### config.mk
export PLATFORM = sky130hd
export DESIGN_NAME = word_serializer
export DESIGN_NICKNAME = d
export VERILOG_FILES = /design/src/rtl/serializer_pkg.sv /design/src/rtl/piso_shift_reg.sv /design/src/rtl/word_serializer.sv
export SDC_FILE = /design/constraint.sdc
export NUM_CORES = 1
export LEC_CHECK = 0
export CORE_MARGIN = 3
export CORE_UTILIZATION = 53
export DETAILED_ROUTE_END_ITERATION = 10
export PLACE_DENSITY = 0.89
export SYNTH_ARGS = -nofsm -noshare
export SYNTH_HDL_FRONTEND = slang
export SYNTH_SLANG_ARGS = --single-unit
export TNS_END_PERCENT = 50
### constraint.sdc
create_clock -name clk -period 2.6 [get_ports clk]
set_clock_uncertainty 0.2 [all_clocks]
set_input_delay 0.26 -clock clk [delete_from_list [all_inputs] [get_ports clk]]
set_output_delay 0.26 -clock clk [all_outputs]
set_load 0.03 [all_outputs]
### src/rtl/serializer_pkg.sv
// Shared types and sizing helpers for the word serializer slice.
package serializer_pkg;

  typedef enum logic [1:0] {
    IDLE   = 2'd0,
    SHIFT  = 2'd1,
    PARITY = 2'd2
  } serState_t;

  localparam int DEF_WIDTH  = 32;
  localparam int DEF_BEAT_W = 8;

  function automatic int beatsOf(input int width, input int beatW);
    return width / beatW;
  endfunction

  // A single-beat word still needs a 1-bit counter.
  function automatic int cntWidthOf(input int beats);
    return (beats <= 1) ? 1 : $clog2(beats);
  endfunction

endpackage

### src/rtl/piso_shift_reg.sv
// Loadable parallel-in/serial-out shift register; load wins over shift.
module piso_shift_reg #(
  parameter int WIDTH     = 32,
  parameter int BEAT_W    = 8,
  parameter int MSB_FIRST = 1
) (
  input  logic              clk,
  input  logic              rst,
  input  logic              load,
  input  logic              shift,
  input  logic [WIDTH-1:0]  dataIn,
  output logic [BEAT_W-1:0] beat
);

  logic [WIDTH-1:0] sr;

  generate
    if (MSB_FIRST != 0) begin : gMsb
      always_ff @(posedge clk or negedge rst) begin
        if (!rst)       sr <= '0;
        else if (load)  sr <= dataIn;
        else if (shift) sr <= sr << BEAT_W;
      end
      assign beat = sr[WIDTH-1 -: BEAT_W];
    end else begin : gLsb
      always_ff @(posedge clk or negedge rst) begin
        if (!rst)       sr <= '0;
        else if (load)  sr <= dataIn;
        else if (shift) sr <= sr >> BEAT_W;
      end
      assign beat = sr[BEAT_W-1:0];
    end
  endgenerate

endmodule

### src/rtl/word_serializer.sv
// Word-to-beat unloader with valid/ready on both sides and zero-bubble reload.
// Optional trailing even-parity beat enabled by defining SERIALIZER_PARITY_EN.
module word_serializer
  import serializer_pkg::*;
#(
  parameter int WIDTH     = DEF_WIDTH,
  parameter int BEAT_W    = DEF_BEAT_W,
  parameter int MSB_FIRST = 1
) (
  input  logic              clk,
  input  logic              rst,
  input  logic [WIDTH-1:0]  dataIn,
  input  logic              inValid,
  output logic              inReady,
  output logic [BEAT_W-1:0] serOut,
  output logic              serValid,
  input  logic              serReady,
  output logic              serLast
);

  localparam int BEATS = beatsOf(WIDTH, BEAT_W);
  localparam int CW    = cntWidthOf(BEATS);
  localparam logic [CW-1:0] LAST_CNT = CW'(BEATS - 1);

  serState_t         state, nextState;
  logic [CW-1:0]     cnt;
  logic [BEAT_W-1:0] beat;
  logic              onLastData, xfer, load, shiftEn;

  assign onLastData = (state == SHIFT) && (cnt == LAST_CNT);
  assign xfer       = serValid & serReady;
  assign load       = inValid & inReady;
  assign shiftEn    = xfer & (state == SHIFT);

  piso_shift_reg #(
    .WIDTH(WIDTH), .BEAT_W(BEAT_W), .MSB_FIRST(MSB_FIRST)
  ) uSr (
    .clk(clk), .rst(rst), .load(load), .shift(shiftEn),
    .dataIn(dataIn), .beat(beat)
  );

  always_ff @(posedge clk or negedge rst) begin
    if (!rst) state <= IDLE;
    else      state <= nextState;
  end

  always_ff @(posedge clk or negedge rst) begin
    if (!rst)         cnt <= '0;
    else if (load)    cnt <= '0;
    else if (shiftEn) cnt <= cnt + 1'b1;
  end

`ifdef SERIALIZER_PARITY_EN
  logic parityQ;
  always_ff @(posedge clk or negedge rst) begin
    if (!rst)      parityQ <= 1'b0;
    else if (load) parityQ <= ^dataIn;
  end
`endif

  always_comb begin
    nextState = state;
    case (state)
      IDLE:  if (load) nextState = SHIFT;
`ifdef SERIALIZER_PARITY_EN
      SHIFT:  if (xfer && onLastData) nextState = PARITY;
      PARITY: if (xfer) nextState = load ? SHIFT : IDLE;
`else
      SHIFT:  if (xfer && onLastData) nextState = load ? SHIFT : IDLE;
`endif
      default: nextState = IDLE;
    endcase
  end

  // inReady depends combinationally on serReady so a new word lands on the last-beat edge.
  always_comb begin
    serValid = (state != IDLE);
    serOut   = '0;
    serLast  = 1'b0;
    case (state)
      SHIFT: begin
        serOut = beat;
`ifndef SERIALIZER_PARITY_EN
        serLast = onLastData;
`endif
      end
`ifdef SERIALIZER_PARITY_EN
      PARITY: begin
        serOut  = BEAT_W'(parityQ);
        serLast = 1'b1;
      end
`endif
      default: ;
    endcase
    inReady = (state == IDLE) | (serLast & serReady);
  end

endmodule

After elaboration in Yosys (flattened, before gate mapping)
Cells that the tools add are included.

word-level totals
  word-level logic and storage cells = 29
  flip-flop bits (word level) = 36
  bits of input ports = 36
  output and inout bits = 11

cells by class
  add/sub/neg operators = 1
  equality and inequality tests = 4
  mux-type cells = 10
  reduce and logical (&&, ||, !) cells = 6
  bitwise operators = 5

operator list
  kind                                                                     number
  32-bit two-way mux                                                       2
  2-bit two-way mux                                                        4
  8-bit two-way mux                                                        1
  1-bit AND                                                                4
  2-bit case mux with 2 select lines                                       1
  2-bit nonzero test                                                       2
  2-bit by 1-bit adder with 2-bit output, second input constant            1
  2-bit by 1-bit equality test with 1-bit output, second input constant    1
  2-bit equality test, second input constant                               1
  1-bit logical AND                                                        2
  2-bit zero test                                                          1
  1-bit two-way mux                                                        2
  2-bit by 1-bit inequality test with 1-bit output, second input constant  1
  2-bit inequality test, second input constant                             1
  2-bit AND reduction                                                      1
  1-bit OR                                                                 1

Longest topological paths before layout
  word-level depth = 9
  gate-level depth with buffers = 6
  depth with buffers taken out = 4

Cells and area by module
Synthesis repeated with hierarchy kept, for this count alone.

second synthesis, totals
  cell total of the unflattened synthesis = 175
  area total of the unflattened synthesis = 1776.7 µm²

modules (own cells, without submodules)
  module           area an instance (µm²)  cells each  times used  sequential area each (µm²)
  piso_shift_reg   1547.7                  147         1           800.8
  word_serializer  229.0                   28          1           75.1

Least setup slack after synthesis
No wires, ideal clock.

  kind = reg2out
  start point = register state[0]
  end point = output port serLast
  setup slack = 0.757 ns
  path buffers = 3
  arrival time = 1.383 ns
  stages on the path, launching flop included = 5
  required time = 2.140 ns
  cell sequence = dfrtp_1 > buf_6 > buf_2 > clkbuf_1 > and2_1

between the ends
  longest elaborated chain between the ends = 3

ends and longest elaborated chain
  element                                             RTL line                                      text
  start, declared                                     word_serializer.sv:25                         serState_t state, nextState;
  start signal, assigned                              word_serializer.sv:44                         else state <= nextState;
  2-bit by 1-bit equality test with 1-bit output (*)  word_serializer.sv:30, word_serializer.sv:80
  1-bit logical AND                                   word_serializer.sv:30                         assign onLastData = (state == SHIFT) && (cnt == LAST_CNT);
  1-bit two-way mux (*)                               word_serializer.sv:80                         case (state)
  end, declared                                       word_serializer.sv:18                         output logic serLast

Every way passes the cells marked *; elsewhere a longest branch is shown, timed or not.

Worst setup path after layout
  start point = register cnt[0]
  end point = output port inReady

between the ends
  longest elaborated chain between the ends = 5

ends and longest elaborated chain
  element                 RTL line               text
  start, declared         word_serializer.sv:26  logic [CW-1:0] cnt;
  start signal, assigned  word_serializer.sv:50  else if (shiftEn) cnt <= cnt + 1'b1;
  2-bit equality test     word_serializer.sv:30
  1-bit logical AND       word_serializer.sv:30
  1-bit two-way mux       word_serializer.sv:80
  1-bit AND               word_serializer.sv:95  inReady = (state == IDLE) | (serLast & serReady);
  1-bit OR                word_serializer.sv:95
  end, declared           word_serializer.sv:14  output logic inReady,

Every way passes these cells.

==> run summary <==
Syn Std Cell Area -> 0.00188 mm2
Final GP Congestion -> 0.854
dpl hpwl -> 3280 um
highest metal used -> met4
vias -> 1491
# H-tree levels -> 2
n_diodes -> 0
largest net degree at the start of global routing -> 36
Final Critical Period -> 2300 ps
post-CTS setup buffers -> 0
reg2reg end -> uSr.sr[16]$_DFFE_PN0P_
period utilization -> 0.886
Clock Latency Late Sink -> 350 ps
Worst Setup End Kind -> output port
fmax -> 434 MHz
RSZ-0062 raised after global routing -> false
Netlist cell types -> 23
all-layer global routing usage -> 0.231
core area -> 0.00320 mm2
Max clock buf depth -> 2
initial antenna violation count -> 0
power per cell area -> 963 mW/mm2
worst vdd ir -> 0.000492 V
Nets -> 250
met3 WL -> 257 um
Critical Path RT -> 2140 ps
most common cell after layout, fill and taps aside -> clkdlybuf4s50_1
CTS Sinks -> 35
sequential power share -> 0.373
Final Hold Vio Count -> 0
sequential cell area -> 876 um2
Max-Cap Viols -> 0
ys flop type -> dfrtp_1
global route total overflow -> 0
status -> completed
starting density of the core -> 0.587
switching share of power -> 0.365
vias in the first global route -> 1553
Worst Path Max Fanout -> 4
Tightest Hold Check Type -> in -> async
DRT met1 WL -> 1840 um
worst path cell trace -> ha_1 -> a21bo_4 -> clkdlybuf4s50_1
Final Setup Violations -> 0
Max Slew Vio Count -> 0
Fin Hold WS -> 115 ps
Die W -> 65.5 um
die height -> 65.5 um
CTS tree -> done
DRT antenna net count -> 0
relative slew slack -> 0.686
Synth Warn # -> 0
worst reg2reg path depth -> 4
DR WL/cell -> 17.4 um
sequential-to-total area share from yosys stat -> 0.466
overall power -> 2.34 mW
proportion of layout cells with a drive suffix above 1 -> 0.192
delay of the slowest critical-path stage -> 590 ps
commonest non-fill, non-tap cells in the layout -> 46 x clkdlybuf4s50_1, 35 x dfrtp_1, 24 x nand2b_1, 14 x mux2i_1
Comb power frac -> 0.482
area taken by multi-input logic gates -> 896 um2
# hold bufs at CTS -> 0
DR vias/cell -> 5.78
r2r startpoint -> cnt[0]$_DFFE_PN0P_
met2 routed WL -> 2310 um
crit path DAT -> 1840 ps
syn avg cell area -> 11.3 um2
drt first-iter violations -> 79
internal cell power -> 1.48 mW
Site Rows -> 20
post_cts resized -> 0
LEAKAGE -> 1.09 nW
flops & latches, synth -> 35
first-pass detailed-route iteration total -> 5
final WL -> 4500 um
Num CTS Buffers -> 5
Root Buffer -> clkbuf_4
drt drc -> 0
Slew @ Worst Pin -> 469 ps
first-pass GRT wire length -> 7470 um
clock power share -> 0.146
area delta synth->final -> 29.2%
Async SR Flop Fraction -> 1.00
R2R setup slack -> 760 ps
Psw -> 0.855 mW
fillers -> 242
port bufs -> 46
setup TNS -> 0 ps
CP startpoint kind -> flip-flop
Top Ports -> 47
slowest cell on the critical path -> clkdlybuf4s50_1
Gate Count Post-Synth -> 166
EDFF count, synth -> 0
Clock Pin Slew Worst Setup and Hold Paths -> 100 ps
critical path class -> reg -> out
die footprint -> 0.00430 mm2
synthesized net count -> 203
-- synthesized netlist by cell type (2+ instances only) --
master | instances | area (um2)
buf_6 | 2 | 22.5
nand2_1 | 4 | 15.0
o221a_2 | 11 | 124
nand2b_1 | 24 | 150
or2b_1 | 3 | 22.5
clkbuf_1 | 2 | 7.51
a21oi_1 | 13 | 65.1
mux2_2 | 10 | 113
buf_2 | 5 | 25.0
o22ai_1 | 13 | 81.3
and2_1 | 9 | 56.3
dfrtp_1 | 35 | 876
a22o_1 | 8 | 70.1
mux2i_1 | 14 | 140
buf_4 | 5 | 37.5
-- per-stage QoR --
step / utilization / worst slack (ps) / cells / area, um2
3_5_place_dp: 0.735 / 510 / 250 / 2350
5_1_grt: 0.758 / 237 / 258 / 2430
4_1_cts: 0.758 / 284 / 258 / 2430
6_report: 0.758 / 295 / 258 / 2430
2_1_floorplan: - / 757 / 166 / 1880
3_3_place_gp: 0.735 / 581 / 250 / 2350
-- cell type report --
cell class                      count  area share
Clock buffer                        7      0.0268
Tap cell                           44      0.0227
Timing Repair Buffer               55       0.218
Sequential cell                    35       0.361
Multi-Input combinational cell    116       0.369
Clock inverter                      1     0.00309
-- power groups by stage --
stage	sequential [mW]	combinational [mW]	clock, mW
floorplan	0.839	0.791	0
global placement	0.860	1.07	0
detailed placement	0.877	1.12	0
CTS	0.869	1.13	0.352
global route	0.899	1.21	0.374
finish	0.871	1.13	0.341
-- routing by layer --
metal | up-vias | GRT usage
met2 | 53 | 0.416
met5 | - | 0
met4 | 0 | 0.0907
met1 | 724 | 0.262
li1 | 703 | -
met3 | 11 | 0.0564
-- worst max path at each step --
| stage | startpoint | to | slack (ps) |
|---|---|---|---|
| floorplan | state[0]$_DFFE_PN0P_ | serLast | 760 |
| global placement | serReady | inReady | 580 |
| detailed placement | serReady | uSr.sr[16]$_DFFE_PN0P_ | 510 |
| CTS | cnt[0]$_DFFE_PN0P_ | inReady | 280 |
| global route | cnt[0]$_DFFE_PN0P_ | inReady | 240 |
| finish | cnt[0]$_DFFE_PN0P_ | inReady | 300 |
-- state kept, by name, indices dropped and copies added (netlist names) --
name / count
uSr.sr: 32
cnt: 2
state: 1
-- worst max-delay path: cells and delay by family, from the launching register on --
| family | cells | cell delay, ps |
|---|---|---|
| buffers and inverters | 1 | 590 |
| DFF | 1 | 410 |
| adders and majority gates | 1 | 250 |
| AOI/OAI and AO/OA | 1 | 240 |
-- logic make-up (layout without fill, tap and decap cells) --
group | after synthesis | after routing | synth area share
flops | 35 | 35 | 0.466
buf+inv | 15 | 63 | 0.0573
fa+ha+maj | 1 | 1 | 0.00666
simple gates | 43 | 43 | 0.140
mux | 24 | 24 | 0.134
compound gates | 48 | 48 | 0.195
No activity file was read; power rests on OpenSTA's default activity.
